$ cat src/rtl/gray_encode_arbiter.sv
// gray_encode_arbiter
// Two requesters share one binary-to-Gray encode stage. A round-robin pointer
// breaks ties. The winner's word, either passed through or Gray-encoded, is
// loaded into a single output register together with the winner's ID.
module gray_encode_arbiter #(
    parameter int WIDTH = 3
) (
    input  logic             clk,
    input  logic             reset,
    input  logic             req0_valid,
    input  logic [WIDTH-1:0] req0_data,
    input  logic             req0_select,
    output logic             req0_ready,
    input  logic             req1_valid,
    input  logic [WIDTH-1:0] req1_data,
    input  logic             req1_select,
    output logic             req1_ready,
    output logic             out_valid,
    output logic [WIDTH-1:0] out_data,
    output logic             out_id,
    input  logic             out_ready
);

    logic             out_valid_q, out_valid_d;
    logic [WIDTH-1:0] out_data_q,  out_data_d;
    logic             out_id_q,    out_id_d;
    logic             prio_q,      prio_d;

    logic             accept;
    logic             grant_valid;
    logic             grant_id;
    logic             xfer;

    // Reflected Gray code when sel is high, otherwise the word unchanged.
    function automatic logic [WIDTH-1:0] encode(input logic [WIDTH-1:0] b, input logic sel);
        return sel ? (b ^ (b >> 1)) : b;
    endfunction

    // Output register can take a new word when it is empty or is being drained this cycle.
    assign accept = !out_valid_q || out_ready;

    // Round-robin grant: a lone valid requester wins; on a tie the priority pointer decides.
    always_comb begin
        grant_valid = 1'b0;
        grant_id    = 1'b0;
        if (req0_valid && req1_valid) begin
            grant_valid = 1'b1;
            grant_id    = prio_q;
        end else if (req0_valid) begin
            grant_valid = 1'b1;
            grant_id    = 1'b0;
        end else if (req1_valid) begin
            grant_valid = 1'b1;
            grant_id    = 1'b1;
        end
    end

    // Readys are held low during reset so no word is consumed while the block is being cleared.
    assign req0_ready = accept && grant_valid && !grant_id && !reset;
    assign req1_ready = accept && grant_valid &&  grant_id && !reset;
    assign xfer       = req0_ready || req1_ready;

    // Next state: load on a transfer (also covers drain+load), otherwise drain or hold.
    always_comb begin
        out_valid_d = out_valid_q;
        out_data_d  = out_data_q;
        out_id_d    = out_id_q;
        prio_d      = prio_q;
        if (xfer) begin
            out_valid_d = 1'b1;
            out_id_d    = grant_id;
            prio_d      = !grant_id;
            out_data_d  = grant_id ? encode(req1_data, req1_select)
                                   : encode(req0_data, req0_select);
        end else if (out_valid_q && out_ready) begin
            out_valid_d = 1'b0;
        end
    end

    // State registers; reset discards any pending result and restores priority to requester 0.
    always_ff @(posedge clk or posedge reset) begin
        if (reset) begin
            out_valid_q <= 1'b0;
            out_data_q  <= '0;
            out_id_q    <= 1'b0;
            prio_q      <= 1'b0;
        end else begin
            out_valid_q <= out_valid_d;
            out_data_q  <= out_data_d;
            out_id_q    <= out_id_d;
            prio_q      <= prio_d;
        end
    end

    assign out_valid = out_valid_q;
    assign out_data  = out_data_q;
    assign out_id    = out_id_q;

endmodule

$ cat config.mk
export PLATFORM = sky130hd
export DESIGN_NAME = gray_encode_arbiter
export DESIGN_NICKNAME = d
export VERILOG_FILES = /design/src/rtl/gray_encode_arbiter.sv
export SDC_FILE = /design/constraint.sdc
export NUM_CORES = 1
export LEC_CHECK = 0
export ABC_AREA = 1
export CELL_PAD_IN_SITES_DETAIL_PLACEMENT = 0
export CELL_PAD_IN_SITES_GLOBAL_PLACEMENT = 1
export CORE_UTILIZATION = 25
export CTS_CLUSTER_SIZE = 20
export DETAILED_ROUTE_END_ITERATION = 16
export PLACE_DENSITY = 0.72
export SETUP_SLACK_MARGIN = 0.02
export SKIP_CTS_REPAIR_TIMING = 1
export SYNTH_ARGS = -nofsm -noshare
export SYNTH_HDL_FRONTEND = slang
export SYNTH_SLANG_ARGS = --single-unit
$ cat constraint.sdc
create_clock -name clk -period 1.2 [get_ports clk]
set_input_delay 0.24 -clock clk [delete_from_list [all_inputs] [get_ports clk]]
set_output_delay 0.24 -clock clk [all_outputs]
set_load 0.05 [all_outputs]
[After elaboration in Yosys (flattened, before gate mapping)]
Index checks and enable logic that the tools add are counted.
Storage, ports and cells
  word-level logic and storage cells: 29
  input port bits: 13
  output and inout bits: 7
  bits in registers: 6
Cells by class
  muxes and demuxes: 10
  bitwise logic cells: 2
  reduce and logical (&&, ||, !) cells: 13
Operators by type and width (count)
  3-bit 2-to-1 mux: 3
  1-bit logical AND: 7
  1-bit 2-to-1 mux: 7
  3-bit by 2-bit bitwise XOR with 3-bit output: 2
  1-bit zero test: 3
  1-bit logical OR: 2
  2-bit nonzero test: 1

[Depth between registers and ports, before layout]
Gate-level depths: netlist (run 1).
  depth after elaboration: 8
  depth in mapped cells: 8
  gate-level depth less buffers: 8

[Least setup slack after synthesis (run 1)]
No wires, ideal clock.
  path type: flip-flop to flip-flop
  start: register out_valid_q, in the netlist out_valid
  end: register out_data_q[0], in the netlist out_data[0]
  path buffers: 0
  period minus slack after synthesis: 1.637 ns
  stages on the path, launching flop included: 7
  arrival time: 1.520 ns
  slack: -0.437 ns
  setup time: 0.118 ns
  data required time: 1.082 ns
  path through: dfrtp_1 -> nand2_2 -> nand2_2 -> nor2_2 -> nor2_4 -> nand2_1 -> nand2_1
On the way
  longest elaborated chain between the ends: 6
  elaborated cells between the ends (all ways): 8
  those cells by class: reduce/logical (8)
RTL lines
  start: declaration: RTL line 24  | logic out_valid_q, out_valid_d;
  start signal: assignment: RTL line 88  | out_valid_q <= out_valid_d;
  1-bit zero test: RTL line 40  | assign accept = !out_valid_q || out_ready;
  1-bit logical OR: RTL line 40
  1-bit logical AND (3 in series): RTL line 59  | assign req0_ready = accept && grant_valid && !grant_id && !reset;
  net req0_ready: RTL line 13  | output logic req0_ready,
  1-bit logical OR: RTL line 61  | assign xfer = req0_ready || req1_ready;
  end signal: assignment: RTL line 89  | out_data_q <= out_data_d;
  end: declaration: RTL line 25  | logic [WIDTH-1:0] out_data_q, out_data_d;
The timed path passes the listed nets, and every way through them passes these cells.
A chain may end at the register's enable or synchronous reset.

[Worst setup path in the final report (run 1)]
  start: register out_valid_q, in the netlist out_valid
  end: output req1_ready
On the way
  longest elaborated chain between the ends: 5
RTL lines
  1-bit zero test: RTL line 40
  1-bit logical OR: RTL line 40
  1-bit logical AND (3 in series): RTL line 60  | assign req1_ready = accept && grant_valid && grant_id && !reset;
  end: declaration: RTL line 17  | output logic req1_ready,
No other way between the ends.

==> key figures, run 1 <==
Logic synthesis
  • Top_reg_cell synth: dfrtp_1
  • Synth async-reset ratio: 1.000
  • Post-synthesis sequential area ratio: 0.3593
  • Synth Register Bits: 6
  • Cell with the most instances after synthesis: nand2_1
  • Yosys top cell area share: 0.3593
  • Yosys cell types: 9
  • Post-synthesis cell area: between 400 and 500 µm²
  • Synth Warn #: 0
  • Mean Syn Cell Area: between 6 and 7 µm²
  • Area contributors post-synth: dfrtp_1 36%, nand2_1 25%, nand3_1 11%
  • EDFF count, synth: 0
  • Synth area leader: dfrtp_1
  • Post-Syn Instances: between 60 and 70
  • Syn Nets: between 70 and 80
  • Post-synth top cells: 28 x nand2_1, 9 x inv_1, 9 x nand3_1, 7 x nand2_2, 6 x dfrtp_1

Drt
  • Vias per cell: ~4.4
  • ANT nets after route: 0
  • First DRT Iteration DRCs: 3
  • Vias: 493
  • Drt first pass iters: 4
  • WL/cell: around 9.6 µm
  • Final wirelength: ~1.1 mm
  • DRC: 0

Global routing
  • Total global routing overflow: 0
  • First-pass GRT wire length: between 1.5 and 2 mm
  • GRT Resource Usage Total: 0.1436
  • Initial antenna violation count: 0
  • Largest net degree at the start of global routing: 7
  • Number of global-route vias before repair: 452

Pwr
  • P_int: around 0.00073 W
  • Switching power total: a little over 0.0005 W
  • Sw frac: 0.4116
  • PD cells: around 1500 nW/µm²
  • Combinational power share: 0.567
  • Clock power share: 0.164
  • Max IR drop VDD: 1.053 mV
  • Pleak: ~0.45 nW
  • Part of the power in registers: 0.268

Cells and area
  • P&R area growth vs syn: 95.51%
  • Filler cell count: around 150
  • Reg area: approximately 150 µm²
  • Finished Core Util: 0.5300
  • ANT cells: 0
  • Nets: 109
  • Layout cells sized above 1: 0.3368
  • Multi-input gate area: approximately 250 µm²

Die
  • Die outline height: 42.89 µm
  • Core area: between 1500 and 2000 µm²
  • FP Rows: 14
  • Die footprint: 1839 µm²
  • Initial Utilization: 0.2711
  • I/O pin total: 20
  • Die W: between 40 and 50 µm

STA
  • RSZ-0062 raised after global routing: true
  • Final WS setup: -0.2092 ns
  • Worst Hold Margin: 0.3647 ns
  • Min cycle time layout: around 1.4 ns
  • Final count of pins violating max slew: 0
  • Setup violations, final: 2
  • Least-Margin Pin Slew: around 0.22 ns
  • Setup TNS: -0.3695 ns
  • Clk_skew: roughly 0.012 ns
  • Slew headroom: 0.8541
  • Tcrit/Tclk final: 1.174
  • Endpoints failing hold: 0
  • F_max: approximately 710 MHz

Placement
  • DP HPWL: 845.9 µm
  • Port bufs: 19
  • GPL Wtd Cong: 0.7463

Job
  • Max_cap viols: 0

Clocking
  • Num Clock Sinks: 6
  • Worst skew pair latency: 0.25 ns
  • CTS tree: done
  • CTS Root Buffer Type: clkbuf_4
  • CTS Buf Count: 3
  • Clock-pin slew on the worst setup and hold paths: roughly 0.050 ns
  • CTS Buffer Depth: 2
  • # H-tree levels: 1

Critical path
  • Required time of the critical path: ~0.96 ns
  • Crit-path slowest cell: dfrtp_2
  • Critical path, cell by cell: nand2_4 -> nand2_4 -> nor2_4 -> buf_12
  • CP Class: register to primary output
  • CP Max Fanout: 3
  • Cell mode on critical path: nand2_4
  • Crit path largest cell delay: 0.43 ns
  • CP Capture Type: primary output
  • Worst reg2reg setup slack: 0.03 ns
  • WP data arrival: ~1.2 ns
  • Worst Setup Start Kind: register

Min path
  • HP Class: input port to register

Run status
  • Status: finished, violations left
  • Failing checks: setup timing
## state kept, by name (all words and copies together), names as in the netlist
register	cells
out_data	3
out_id	1
prio_q	1
out_valid	1
## kinds of logic after synthesis
group           after synthesis  synth area share
simple gates                 48            0.5479
compound gates                1           0.01196
flops                         6            0.3593
buf+inv                       9           0.08083
## power by group through the flow
stage               Combinational (W)  Clock (W)  Sequential (W)
floorplan                    0.000175          0        0.000478
global placement             0.000690          0        0.000330
detailed placement           0.000695          0        0.000332
CTS                          0.000696   0.000221        0.000329
global route                 0.000752   0.000235        0.000345
finish                       0.000707   0.000205        0.000334
## worst paths after layout
path,start,endpoint,cells after the start
min,out_ready,out_valid,5
max reg2reg,out_valid,out_data[0],7
min reg2reg,out_data[2],out_data[2],2
min in group asynchronous,reset,prio_q,4
max,out_valid,req1_ready,4
max in group asynchronous,reset,out_data[1],4
## through the flow
stage               std cells  power [W]  setup slack, ns  instance area, µm²
finish                    111   0.001246          -0.2092               817.0
global route              111   0.001333          -0.2700               817.0
CTS                       109   0.001246          -0.2997               780.7
detailed placement        105   0.001027          -0.2916               754.5
global placement          105   0.001020          -0.2658               754.5
floorplan                  64  0.0006532          -0.1345               429.2
## layout by cell type, fill, tap and decap left out
cell type / instances
a21oi_1: 1
buf_12: 7
buf_4: 7
buf_6: 1
clkbuf_1: 1
clkbuf_4: 3
clkdlybuf4s50_1: 9
dfrtp_1: 5
dfrtp_2: 1
dlymetal6s2s_1: 3
inv_1: 8
inv_2: 1
nand2_1: 26
nand2_2: 7
nand2_4: 2
nand3_1: 9
nand4_1: 1
nor2_4: 3
## area by class of cell
cell class	instances	area share
Inverter	9	0.04135
Sequential cell	6	0.1853
Clock buffer	4	0.03216
Multi-Input combinational cell	49	0.3109
Timing Repair Buffer	27	0.4058
Tap cell	16	0.02450
## per-layer routing
layer  GRT usage  share of wire
met5           0              0
met4     0.07500          0.013
met3     0.06383          0.051
met2      0.2121           0.52
met1      0.1737           0.42
## worst max-delay path: cells and delay by family (launching register included)
kind                   cells  cell delay (ns)
buffers and inverters      1             0.15
flip-flops                 1             0.43
AND/OR/NAND/NOR            3             0.33
Note: power is estimated with default switching activity, not from simulation.
==> inputs of run 2 (changes only) <==
--- a/config.mk
+++ b/config.mk
@@ -8,10 +8,12 @@
 export ABC_AREA = 1
 export CELL_PAD_IN_SITES_DETAIL_PLACEMENT = 0
 export CELL_PAD_IN_SITES_GLOBAL_PLACEMENT = 1
-export CORE_UTILIZATION = 25
+export CORE_AREA = 2 2 39 41
 export CTS_CLUSTER_SIZE = 20
 export DETAILED_ROUTE_END_ITERATION = 16
-export PLACE_DENSITY = 0.72
+export DIE_AREA = 0 0 41 43
+export DONT_BUFFER_PORTS = 1
+export PLACE_DENSITY = 0.59
 export SETUP_SLACK_MARGIN = 0.02
 export SKIP_CTS_REPAIR_TIMING = 1
 export SYNTH_ARGS = -nofsm -noshare
==> constraint.sdc (replaced) <==
create_clock -name clk -period 1.2 [get_ports clk]
set_input_delay 0.12 -clock clk [delete_from_list [all_inputs] [get_ports clk]]
set_output_delay 0.12 -clock clk [all_outputs]
set_load 0.05 [all_outputs]
==> run 2 against run 1 <==
Compared with the run above: the flow still finishes with violations (setup timing); register-to-register slack better by 0.03 ns; sequential power down 8.1%; maximum frequency up 14%; core utilization down 10 points; critical endpoint is now req0_ready; clock power down 4%; worst setup slack better by 0.17 ns; critical path type unchanged; die area down 4.1%.
==> key figures, run 2 (same netlist as run 1, synthesis figures left out) <==
Run status
  • Status: finished, violations left
  • Failing checks: setup timing

Global routing
  • GRT Resource Usage Total: 0.1364
  • Number of global-route vias before repair: roughly 400
  • Total global routing overflow: 0
  • Largest net degree at the start of global routing: 6
  • Initial antenna violation count: 0
  • First-pass GRT wire length: about 1.5 mm

Clocking
  • CTS Root Buffer Type: clkbuf_4
  • CTS tree: done
  • Worst skew pair latency: 0.24 ns
  • # H-tree levels: 1
  • CTS Buf Count: 3
  • CTS Buffer Depth: 2
  • Clock-pin slew on the worst setup and hold paths: roughly 0.050 ns
  • Num Clock Sinks: 6

Die
  • Die outline height: 43 µm
  • Die W: just over 40 µm
  • Initial Utilization: 0.3020
  • Core area: roughly 1400 µm²
  • I/O pin total: 20
  • Die footprint: approximately 1800 µm²
  • FP Rows: 14

Cells and area
  • Max FFs per register: 3
  • Reg area: 151.4 µm²
  • Layout cells sized above 1: 0.3418
  • P&R area growth vs syn: 41.32%
  • Filler cell count: roughly 160
  • ANT cells: 0
  • Most common cell after layout, fill and taps aside: nand2_1
  • Nets: 93
  • Most frequent cells in the layout: 26 x nand2_1, 9 x nand3_1, 8 x inv_1, 8 x buf_4, 6 x nand2_2
  • Multi-input gate area: roughly 260 µm²

Critical path
  • Critical R2R Launch: prio_q
  • Worst Setup SP: prio_q
  • CP Class: register to primary output
  • CP Max Fanout: 3
  • Reg2reg path depth: 8
  • WP data arrival: between 1 and 1.5 ns
  • End of the critical path: req0_ready
  • CP Capture Type: primary output
  • Worst reg2reg endpoint: out_data[0]
  • Worst Setup Start Kind: register
  • Required time of the critical path: between 1 and 1.5 ns
  • Worst reg2reg setup slack: around 0.060 ns

Drt
  • First DRT Iteration DRCs: 5
  • Final wirelength: approximately 960 µm
  • DRC: 0
  • WL/cell: between 10 and 15 µm
  • Drt first pass iters: 2
  • Vias: ~420
  • Vias per cell: 4.389
  • ANT nets after route: 0

Placement
  • Port bufs: 0
  • DP HPWL: about 790 µm
  • Pre-CTS setup slack: 0.1266 ns
  • GPL Wtd Cong: 0.6679

STA
  • Final count of pins violating max slew: 0
  • RSZ-0062 raised after global routing: true
  • Clk_skew: 0.003965 ns
  • Min cycle time layout: approximately 1.2 ns
  • Least-Margin Pin Slew: around 0.17 ns
  • Setup violations, final: 2
  • F_max: between 800 and 900 MHz
  • Endpoints failing hold: 0
  • Tcrit/Tclk final: 1.029
  • Final WS setup: -0.03467 ns
  • Setup TNS: -0.06736 ns
  • Slew headroom: 0.8836

Pwr
  • PD cells: between 1500 and 2000 nW/µm²
  • Pleak: about 0.34 nW
  • Max IR drop VDD: 0.6080 mV

Min path
  • HP Class: input port to register

Job
  • Max_cap viols: 0
## run 2: changes by cell type in the layout (fill, tap and decap cells not counted)
cell,before,now
dlymetal6s2s_1,3,0
dlygate4sd3_1,0,1
nand2_2,7,6
buf_4,7,8
clkdlybuf4s50_1,9,0
buf_8,0,2
buf_6,1,0
buf_12,7,0
nand2_4,2,3
## run 2: through the flow
stage / power (W) / util / area [µm²] / std cells / hold slack, ns
4_1_cts: 0.0009923 / 0.3870 / 535.5 / 92 / -0.3241
6_report: 0.001014 / 0.4268 / 590.6 / 95 / 0.08383
3_5_place_dp: 0.0007858 / 0.3680 / 509.2 / 88 / -0.06443
2_1_floorplan: 0.0006532 / - / 429.2 / 64 / -0.04951
3_3_place_gp: 0.0007776 / 0.3680 / 509.2 / 88 / -0.06831
5_1_grt: 0.001089 / 0.4268 / 590.6 / 95 / 0.07442
## run 2: layout make-up
class	instances	area share
clock buffer	4	0.04449
multi-input combinational	49	0.4386
inverter	9	0.05720
sequential	6	0.2564
tap	16	0.03390
timing repair buffer	11	0.1695
## run 2: how the worst min path moves through the flow
stage,startpoint,end,slack (ns),depth (start not counted)
after global placement,reset,prio_q,-0.07,1
after global routing,out_ready,out_valid,0.07,3
after detailed placement,reset,out_id,-0.06,1
after CTS,reset,out_id,-0.32,1
final,out_ready,out_valid,0.08,3
after floorplan,reset,out_data[0],-0.05,1
## run 2: critical path, cell delays in order, from the launching register on
cell and delay, ns:
dfrtp_1 0.40, nand2_2 0.09, nand2_2 0.06, nor2_4 0.16, buf_8 0.16
## run 2: power by group
group / switching, W / leakage, nW / internal (W)
Clock: 0.0000709 / 0.0150 / 0.000126
Sequential: 0.0000424 / 0.0719 / 0.000265
Combinational: 0.000345 / 0.248 / 0.000165
Total: 0.000458 / 0.335 / 0.000556
## run 2: metal layers
metal	wire, µm	track usage	part of all wire
met1	369	0.1410	0.39
met2	528	0.2125	0.55
met3	44	0.03141	0.046
met4	12	0.1200	0.013
met5	0	0	0
==> inputs of run 3 (changes only) <==
--- a/config.mk
+++ b/config.mk
@@ -6,14 +6,14 @@
 export NUM_CORES = 1
 export LEC_CHECK = 0
 export ABC_AREA = 1
-export CELL_PAD_IN_SITES_DETAIL_PLACEMENT = 0
-export CELL_PAD_IN_SITES_GLOBAL_PLACEMENT = 1
-export CORE_AREA = 2 2 39 41
+export CELL_PAD_IN_SITES_DETAIL_PLACEMENT = 1
+export CELL_PAD_IN_SITES_GLOBAL_PLACEMENT = 2
+export CORE_MARGIN = 3
+export CORE_UTILIZATION = 27
 export CTS_CLUSTER_SIZE = 20
 export DETAILED_ROUTE_END_ITERATION = 16
-export DIE_AREA = 0 0 41 43
 export DONT_BUFFER_PORTS = 1
-export PLACE_DENSITY = 0.59
+export PLACE_DENSITY = 0.66
 export SETUP_SLACK_MARGIN = 0.02
 export SKIP_CTS_REPAIR_TIMING = 1
 export SYNTH_ARGS = -nofsm -noshare
==> run 3 against run 2 <==
Compared with the run above: clock-buffer cell count is the same; critical endpoint is now req1_ready; die area grew 17%; sequential share of layout area decreased by 0.27 points; flip-flop and latch count unchanged; the run still ends with setup timing left.
==> key figures, run 3 (same netlist as run 1, synthesis figures left out) <==
Cells and area
  • Most frequent cells in the layout: 26 x nand2_1, 9 x nand3_1, 9 x buf_4
  • Final instance area: around 600 µm²
  • Reg area: 151.4 µm²
  • Filler cell count: 189
  • P&R area growth vs syn: 42.81%
  • Most common cell after layout, fill and taps aside: nand2_1
  • Nets: 94
  • Max FFs per register: 3
  • Multi-input gate area: 259.0 µm²
  • ANT cells: 0
  • Layout cells sized above 1: 0.3500

Clocking
  • CTS Root Buffer Type: clkbuf_4
  • CTS tree: done
  • CTS Buf Count: 3
  • Clock-pin slew on the worst setup and hold paths: approximately 0.060 ns
  • Worst skew pair latency: around 0.26 ns
  • # H-tree levels: 1
  • Num Clock Sinks: 6
  • CTS Buffer Depth: 2

Critical path
  • CP Capture Type: primary output
  • Required time of the critical path: around 1.1 ns
  • CP Max Fanout: 3
  • Worst Setup Start Kind: register
  • WP data arrival: about 1.1 ns
  • CP Class: register to primary output

Global routing
  • Total global routing overflow: 0
  • Largest net degree at the start of global routing: 6
  • Initial antenna violation count: 0
  • Number of global-route vias before repair: between 400 and 500
  • First-pass GRT wire length: approximately 1.8 mm
  • GRT Resource Usage Total: 0.1273

Pwr
  • Part of the power in registers: 0.294
  • Clock power share: 0.213
  • Switching power total: about 0.00048 W
  • Combinational power share: 0.494
  • PD cells: 1740 nW/µm²
  • P_int: between 0.0005 and 0.0006 W
  • Tot Pwr: 0.001039 W
  • Pleak: 0.3406 nW
  • Max IR drop VDD: 0.9148 mV
  • Sw frac: 0.4621

STA
  • Final count of pins violating max slew: 0
  • Min cycle time layout: between 1 and 1.5 ns
  • F_max: approximately 800 MHz
  • Clk_skew: between 0.007 and 0.008 ns
  • Slew headroom: 0.8878
  • RSZ-0062 raised after global routing: true
  • Setup violations, final: 2
  • Worst Hold Margin: 0.06392 ns
  • Endpoints failing hold: 0
  • Final WS setup: -0.04513 ns
  • Least-Margin Pin Slew: 0.1678 ns
  • Tcrit/Tclk final: 1.038

Drt
  • ANT nets after route: 0
  • First DRT Iteration DRCs: 2
  • Vias per cell: 4.716
  • DRC: 0
  • WL/cell: about 12 µm
  • Vias: around 450
  • Final wirelength: roughly 1.1 mm
  • Drt first pass iters: 2

Die
  • Die outline height: 45.34 µm
  • Die footprint: roughly 2000 µm²
  • FP Rows: 13
  • Initial Utilization: 0.3023
  • I/O pin total: 20
  • Core area: around 1400 µm²
  • Die W: between 40 and 50 µm

Placement
  • GPL Wtd Cong: 0.6656
  • Area after DPL: 508.0 µm²
  • DP HPWL: just under 900 µm
  • Port bufs: 0

Run status
  • Status: finished, violations left
  • Failing checks: setup timing

Min path
  • HP Class: input port to register

Job
  • Max_cap viols: 0
==> run 3: changes by cell type in the layout (fill, tap and decap cells not counted) <==
cell,before,now
buf_4,8,9
==> run 3: power by group through the flow <==
stage          clock network (W)  logic, W  registers, W
2_1_floorplan                  0  0.000175      0.000478
3_3_place_gp                   0  0.000478      0.000299
3_5_place_dp                   0  0.000481      0.000303
4_1_cts                 0.000228  0.000483      0.000300
5_1_grt                 0.000240  0.000554      0.000313
6_report                0.000221  0.000513      0.000305
==> run 3: worst paths after layout <==
path	from	endpoint	slack (ns)	cells after the start
worst max-delay path	out_valid	req1_ready	-0.05	4
worst max register to register	prio_q	out_data[0]	0.09	8
max in group asynchronous	reset	out_valid	0.66	3
worst min-delay path	out_ready	out_valid	0.06	3
min in group asynchronous	reset	prio_q	0.25	2
worst min register to register	out_data[2]	out_data[2]	0.48	2
==> run 3: area by class of cell <==
type,count,share of cell area
tap,15,0.03145
sequential,6,0.2537
multi-input combinational,49,0.4340
inverter,9,0.05660
timing repair buffer,12,0.1803
clock buffer,4,0.04403
==> run 3: worst max-delay path, stage by stage (launching register included) <==
cell and delay, ns:
dfrtp_2 0.42, nand2_4 0.08, nand2_4 0.07, nor2_4 0.14, buf_8 0.15
==> run 3: metal layers <==
| metal | routed length [µm] | part of all wire | GRT usage | vias to the layer above |
|---|---|---|---|---|
| met5 | 0 | 0 | 0 | - |
| met4 | 8 | 0.0072 | 0.05263 | 0 |
| met3 | 85 | 0.077 | 0.05976 | 2 |
| met2 | 559 | 0.50 | 0.1977 | 15 |
| met1 | 455 | 0.41 | 0.1498 | 203 |
| li1 | - | - | - | 228 |
==> run 3: per-stage QoR <==
step           setup WS, ns  utilization  TNS [ns]  cells
2_1_floorplan       -0.1345            -   -0.4696     64
3_3_place_gp         0.1718       0.3674         0     87
3_5_place_dp         0.1334       0.3674         0     87
4_1_cts             -0.1509       0.3864   -0.2793     91
5_1_grt             -0.1093       0.4317   -0.1975     95
6_report           -0.04513       0.4317  -0.07747     95
